**src/rtl/imm_encoder.sv**
```systemverilog
// RISC-V immediate encoder: scatters an immediate into a base instruction word,
// range-checks it, and emits the word with an auto-incrementing imem address.
module imm_encoder #(
   parameter int                    IMMSRC_WIDTH = 3,
   parameter int                    DATA_WIDTH   = 32,
   parameter int                    ADDR_WIDTH   = 32,
   parameter logic [ADDR_WIDTH-1:0] ADDR_BASE    = '0
) (
   input  logic                    clk,
   input  logic                    rst_n,
   input  logic                    restart,
   input  logic                    in_valid,
   output logic                    in_ready,
   input  logic [IMMSRC_WIDTH-1:0] in_immsrc,
   input  logic [DATA_WIDTH-1:0]   in_imm,
   input  logic [DATA_WIDTH-1:0]   in_base,
   output logic                    out_valid,
   input  logic                    out_ready,
   output logic [DATA_WIDTH-1:0]   out_instr,
   output logic [ADDR_WIDTH-1:0]   out_addr,
   output logic                    out_err,
   output logic [7:0]              err_count
);

   typedef enum logic [IMMSRC_WIDTH-1:0] {
      IMM_I = IMMSRC_WIDTH'(0),
      IMM_U = IMMSRC_WIDTH'(1),
      IMM_S = IMMSRC_WIDTH'(2),
      IMM_B = IMMSRC_WIDTH'(3),
      IMM_J = IMMSRC_WIDTH'(4)
   } imm_type_e;

   logic [ADDR_WIDTH-1:0] addr_q, addr_d;
   logic                  out_valid_q, out_valid_d;
   logic [DATA_WIDTH-1:0] out_instr_q, out_instr_d;
   logic [ADDR_WIDTH-1:0] out_addr_q, out_addr_d;
   logic                  out_err_q, out_err_d;
   logic [7:0]            err_count_q, err_count_d;

   logic [DATA_WIDTH-1:0] enc_instr;
   logic                  enc_err;
   logic                  accept;

   // Fields not owned by the immediate pass through from in_base untouched.
   always_comb begin
      enc_instr = in_base;
      enc_err   = 1'b0;
      case (in_immsrc)
         IMM_I: begin
            enc_instr[31:20] = in_imm[11:0];
            enc_err = !((&in_imm[31:11]) || !(|in_imm[31:11]));
         end
         IMM_U: begin
            enc_instr[31:12] = in_imm[31:12];
            enc_err = |in_imm[11:0];
         end
         IMM_S: begin
            enc_instr[31:25] = in_imm[11:5];
            enc_instr[11:7]  = in_imm[4:0];
            enc_err = !((&in_imm[31:11]) || !(|in_imm[31:11]));
         end
         IMM_B: begin
            enc_instr[31]    = in_imm[12];
            enc_instr[30:25] = in_imm[10:5];
            enc_instr[11:8]  = in_imm[4:1];
            enc_instr[7]     = in_imm[11];
            enc_err = !((&in_imm[31:12]) || !(|in_imm[31:12])) || in_imm[0];
         end
         IMM_J: begin
            enc_instr[31]    = in_imm[20];
            enc_instr[30:21] = in_imm[10:1];
            enc_instr[20]    = in_imm[11];
            enc_instr[19:12] = in_imm[19:12];
            enc_err = !((&in_imm[31:20]) || !(|in_imm[31:20])) || in_imm[0];
         end
         default: enc_err = 1'b1;
      endcase
   end

   assign in_ready = !restart && (!out_valid_q || out_ready);
   assign accept   = in_valid && in_ready;

   // Drain and accept may share an edge: the new word overwrites the old one.
   always_comb begin
      addr_d      = addr_q;
      out_valid_d = out_valid_q;
      out_instr_d = out_instr_q;
      out_addr_d  = out_addr_q;
      out_err_d   = out_err_q;
      err_count_d = err_count_q;
      if (restart) begin
         addr_d      = ADDR_BASE;
         err_count_d = '0;
         out_valid_d = 1'b0;
      end else begin
         if (out_ready) begin
            out_valid_d = 1'b0;
         end
         if (accept) begin
            out_valid_d = 1'b1;
            out_instr_d = enc_instr;
            out_addr_d  = addr_q;
            out_err_d   = enc_err;
            addr_d      = addr_q + ADDR_WIDTH'(4);
            if (enc_err && (err_count_q != '1)) begin
               err_count_d = err_count_q + 8'd1;
            end
         end
      end
   end

   always_ff @(posedge clk or negedge rst_n) begin
      if (!rst_n) begin
         addr_q      <= ADDR_BASE;
         out_valid_q <= 1'b0;
         out_instr_q <= '0;
         out_addr_q  <= '0;
         out_err_q   <= 1'b0;
         err_count_q <= '0;
      end else begin
         addr_q      <= addr_d;
         out_valid_q <= out_valid_d;
         out_instr_q <= out_instr_d;
         out_addr_q  <= out_addr_d;
         out_err_q   <= out_err_d;
         err_count_q <= err_count_d;
      end
   end

   assign out_valid = out_valid_q;
   assign out_instr = out_instr_q;
   assign out_addr  = out_addr_q;
   assign out_err   = out_err_q;
   assign err_count = err_count_q;

endmodule

```
**config.mk**
```make
export PLATFORM = sky130hd
export DESIGN_NAME = imm_encoder
export DESIGN_NICKNAME = d
export VERILOG_FILES = /design/src/rtl/imm_encoder.sv
export SDC_FILE = /design/constraint.sdc
export NUM_CORES = 1
export LEC_CHECK = 0
export BUFFER_PORTS_ARGS = -buffer_cell sky130_fd_sc_hd__buf_2
export CORE_MARGIN = 2
export CORE_UTILIZATION = 47
export CTS_CLUSTER_DIAMETER = 100
export CTS_CLUSTER_SIZE = 20
export DETAILED_ROUTE_END_ITERATION = 12
export HOLD_SLACK_MARGIN = 0.03
export PLACE_DENSITY = 0.86
export REMOVE_ABC_BUFFERS = 1
export SYNTH_ARGS = -nofsm -noshare
export SYNTH_HDL_FRONTEND = slang
export SYNTH_SLANG_ARGS = --single-unit
export TNS_END_PERCENT = 30
```
**constraint.sdc**
```tcl
create_clock -name clk -period 2.1 [get_ports clk]
set_input_delay 0.21 -clock clk [delete_from_list [all_inputs] [get_ports clk]]
set_output_delay 0.21 -clock clk [all_outputs]
set_load 0.02 [all_outputs]
```
* After elaboration in Yosys (flattened, before gate mapping) *
Index checks and enable logic that the tools add are counted.

word-level totals
  register bits = 106

cells by class
  bitwise logic cells = 1
  reduce and logical (&&, ||, !) cells = 32
  add/sub/neg operators = 2
  equal/unequal tests = 5
  muxes and demuxes = 13

operators with widths
  kind                   count
  $mux 32                2
  $add 32x3->32 const B  1
  $mux 8                 4
  $pmux 7 s4             1
  $reduce_or 12->1       2
  $reduce_and 21->1      1
  $reduce_or 21->1       1
  $reduce_and 20->1      1
  $reduce_or 20->1       1
  $pmux 5 s3             1
  $reduce_and 12->1      1
  $pmux 5 s2             1
  $add 8x1->8 const B    1
  $logic_not 1->1        8
  $ne 8x8->1 const B     1
  $eq 3x2->1 const B     2
  $logic_or 1x1->1       6
  $pmux 1 s4             1
  $reduce_and 2->1       2
  $reduce_bool 2->1      2
  $reduce_or 2->1        2
  $eq 3x1->1 const B     1
  $eq 3x3->1 const B     1
  $logic_and 1x1->1      3
  other kinds (4)        6

* Longest topological paths before layout *
  depth after elaboration = 10
  gate-level depth with buffers = 8
  depth with buffers taken out = 7

* Worst setup path after synthesis *
OpenSTA, ideal clock, no wires.

  kind = reg2reg
  start = reg err_count_q[0], in the netlist err_count[0]
  end = reg err_count_q[5], in the netlist err_count[5]
  path slack = -0.109 ns
  clock period less this slack = 2.209 ns
  arrival = 2.083 ns
  library setup time = 0.126 ns
  buffers on the path = 0
  cell stages (with the launch flop) = 8
  cells stage by stage = dfrtp_1 > ha_1 > and3_2 > and3_2 > a31oi_2 > o211a_1 > nor3_4 > a221o_1

between the ends
  longest elaborated chain between the ends = 4
  elaborated cells between the ends (all ways) = 8
  classes of those cells = add/sub: 1; eq/ne: 1; mux: 3; reduce/logical: 3

RTL lines
  element                                             line      text
  start, declared                                     38        logic [7:0] err_count_q, err_count_d;
  start signal, assigned                              126       err_count_q <= err_count_d;
  $add 8x1->8 / $ne 8x8->1 (equally long branches)    106, 105
  $mux 8 / $logic_and 1x1->1 (equally long branches)  105       if (enc_err && (err_count_q != '1)) begin
  $mux 8 / $reduce_bool 2->1 (equally long branches)  -
  $mux 8 / $reduce_and 2->1 (equally long branches)   -

Several ways; a longest one is shown, not always the timed one. The select of a mux whose other input is x is not followed.
A chain may end at the register's enable or synchronous reset.

* Worst setup path in the final report *
Same ends and word-level chain as after synthesis.

==> impl_metrics.yaml <==
outcome:
  outcome: "completed"
sta:
  max_freq_mhz: 481
  fin_crit_sh_pct: 99.1
  finalMaxSlewViolations: 0
  slew_headroom_pct: 60.1
  timing.hold.ws_ns: 0.0396
  layout_setup_ws_ns: 0.0191
  finalSetupViolations: 0
  clock_skew_ns: 0.0172
  tightest_slew_ns: 0.598
  min_period_ns: 2.08
  finalHoldViolCount: 0
  rsz0062_at_grt: "yes"
finish:
  stdcell_count: 880
  layout_common_cells: "165 x nand2_1, 143 x buf_2, 101 x dfrtp_1"
  fin_area_um2: 6400
  n_antenna_cell: 0
  drive_gt1_share_pct: 29.6
  multiInputGateArea_um2: 2450
  fillers: 882
  final_common_cell: "nand2_1"
  syn2layout_area_growth_pct: 26.1
  register_area_um2: 2550
  nNetsFinal: 813
worst_setup_path:
  worst-setup-path-type: "register to register"
  slowest_stage: "dfrtp_1"
  startpoint_type: "register"
  ff2ff_setup_slack_ns: 0.02
  critPathTopFamily: "compound AO/OA/AOI/OAI gates"
  endpoint_kind: "register"
  r2r_cells: 7
  worst_ep_arrival_time_ns: 2.34
  max_stage_delay_ns: 0.43
  r2r-end: "err_count[5]$_DFFE_PN0P_"
  regToRegStartpoint: "err_count[0]$_DFFE_PN0P_"
  path_max_fanout: 6
  cp_cell_sequence: "ha_4, and3_4, and3_4, a311oi_4, a22o_4, nor3_4, a221o_1"
  crit_path_frequent_cell: "and3_4"
  required_ns: 2.36
  critPathBufInv: 0
global_route:
  grt_pass1_wl_um: 22000
  grt-ovfl-total: 0
  grt_max_degree: 67
  antenna_found_initial: 0
  grt_pass1_vias: 4774
  grtUsageTotal_pct: 23.7
synth:
  seq_area_frac_synth_pct: 50.3
  yosys.cell_types.count: 58
  ys.flop_type: "dfrtp_1"
  synth_compound_area_share_pct: 11.0
  synth-simple-area-share_pct: 28.4
  synth-seq-cells: 102
  synth-xor-area-share_pct: 3.45
  synth_enable_flop_cells: 0
  yosys_warnings: 0
  syn-instance-count: 573
  synth_area_um2: 5080
  synth_top_family_by_area: "simple AND/OR/NAND/NOR gates"
  async_flop_share_pct: 100
  muxShareOfSynthArea_pct: 3.40
  postSynthAreaPerCell_um2: 8.86
  synthAdderAreaFrac_pct: 0.493
power_and_ir_drop:
  p_leak_nw: 3.28
  p_clk_share_pct: 28.5
  power_w: 0.00414
  switching_share_pct: 30.5
  p_int_w: 0.00288
  combPwrFrac_pct: 19.4
  vdd_drop_max_v: 0.000290
  seqPwrFrac_pct: 52.1
  switching_power_w: 0.00126
  power_density_nw_per_um2: 647
cts:
  path_clk_slew_ns: 0.10
  clkSinkCount: 102
  clock_path_buffers: 2
  clock_latency_ns: 0.37
  root_buffer: "clkbuf_8"
  cts_buffers: 9
  h-tree-depth: 3
  cts_tree: "done"
floorplanning:
  ios: 147
  chipWidth_um: 108
  core_area_um2: 10400
  dieHeight_um: 108
  rows: 37
  dieArea_um2: 11600
  start_util_pct: 48.7
min_path:
  min_path_type: "primary input to register"
  hold_end: "out_instr[4]$_DFFE_PN0P_"
  hold_depth: 3
  hold_start: "in_base[4]"
drt:
  vias_per_cell: 5.45
  firstDrtPassIters: 5
  drt-total-wl_um: 13200
  vias: 4795
  ant_nets: 0
  drt_iter0_drc: 312
  drc: 0
  wl_per_cell_um: 14.9
placement:
  placed_cells: 853
  dp_slack_ns: -0.154
  gp_congestion: 0.980
  port_buffers: 144
  placed_area_um2: 6050
  hpwl_um: 9850
job:
  drv_cap: 0
synth_stat cells, types with 9 or more instances:
cell type  instances  area, um^2
mux2i_1           15         150
nor2b_1           12        75.1
o21ai_0           29         145
xor2_1            16         140
dfrtp_1          102        2550
nand2_1          166         623
nand3_1           19        95.1
nand2b_1           9        56.3
nor2_1            63         236
a21oi_1           15        75.1
clkbuf_1          17        63.8
nand4_1           11        68.8
nor3_1            10        50.1
worst max path at each step:
| stage | from | to | slack (ns) | cells after the start |
|---|---|---|---|---|
| 6_report | err_count[0]$_DFFE_PN0P_ | err_count[5]$_DFFE_PN0P_ | 0.02 | 7 |
| 5_1_grt | err_count[0]$_DFFE_PN0P_ | err_count[5]$_DFFE_PN0P_ | -0.05 | 7 |
| 4_1_cts | err_count[0]$_DFFE_PN0P_ | err_count[4]$_DFFE_PN0P_ | 0.01 | 8 |
| 3_5_place_dp | err_count[0]$_DFFE_PN0P_ | err_count[5]$_DFFE_PN0P_ | -0.15 | 7 |
| 3_3_place_gp | err_count[0]$_DFFE_PN0P_ | err_count[5]$_DFFE_PN0P_ | -0.03 | 7 |
| 2_1_floorplan | out_valid$_DFFE_PN0P_ | err_count[1]$_DFFE_PN0P_ | -0.68 | 6 |
state kept, by name, summed over array words and instances (netlist names):
| name | count |
|---|---|
| out_addr | 30 |
| out_valid | 1 |
| addr_q | 30 |
| out_err | 1 |
| err_count | 8 |
| out_instr | 32 |
final cells by class:
type | count | share of cell area, %
Tap cell | 136 | 2.66
Inverter | 3 | 0.176
Multi-Input combinational cell | 442 | 38.2
Timing Repair Buffer | 181 | 16.1
Clock inverter | 5 | 0.606
Clock buffer | 11 | 2.37
Sequential cell | 102 | 39.9
what timing repair did:
| action | in CTS | in global routing |
|---|---|---|
| pin swaps | 4 | 8 |
| buffers inserted | 3 | 2 |
| gates resized for setup | 7 | 4 |
| endpoints found under the hold margin | 107 | 0 |
| setup endpoints to repair | 8 | 11 |
| hold buffers | 6 | 0 |
per-stage QoR:
stage | setup TNS [ns] | util [%]
global route | -0.131 | 61.4
global placement | -0.0353 | 58.1
floorplan | -23.25 | -
detailed placement | -0.569 | 58.1
finish | 0 | 61.4
CTS | 0 | 61.1
power by group through the flow:
stage / logic (W) / registers [W] / clock network, W
2_1_floorplan: 0.000239 / 0.00233 / 0
3_3_place_gp: 0.000760 / 0.00218 / 0
3_5_place_dp: 0.000785 / 0.00219 / 0
4_1_cts: 0.000800 / 0.00215 / 0.00120
5_1_grt: 0.000878 / 0.00217 / 0.00130
6_report: 0.000803 / 0.00215 / 0.00118
cell families after synthesis:
group,after synthesis
multiplexers,17
flip-flops,102
AND/OR/NAND/NOR,318
buffers and inverters,30
other,1
AO/OA/AOI/OAI,83
adder cells (fa/ha/maj),2
XOR/XNOR,20
worst min-delay path, delay by kind of cell:
kind	cells	cell delay (ns)
buf+inv	1	0.07
simple gates	2	0.09
per-layer routing:
metal	track usage [%]	wire, um	vias up
li1	-	-	2282
met4	12.3	454	0
met5	0	0	-
met2	39.0	6500	190
met3	4.24	723	42
met1	29.8	5470	2281
Power figures use the tool's default switching activity.
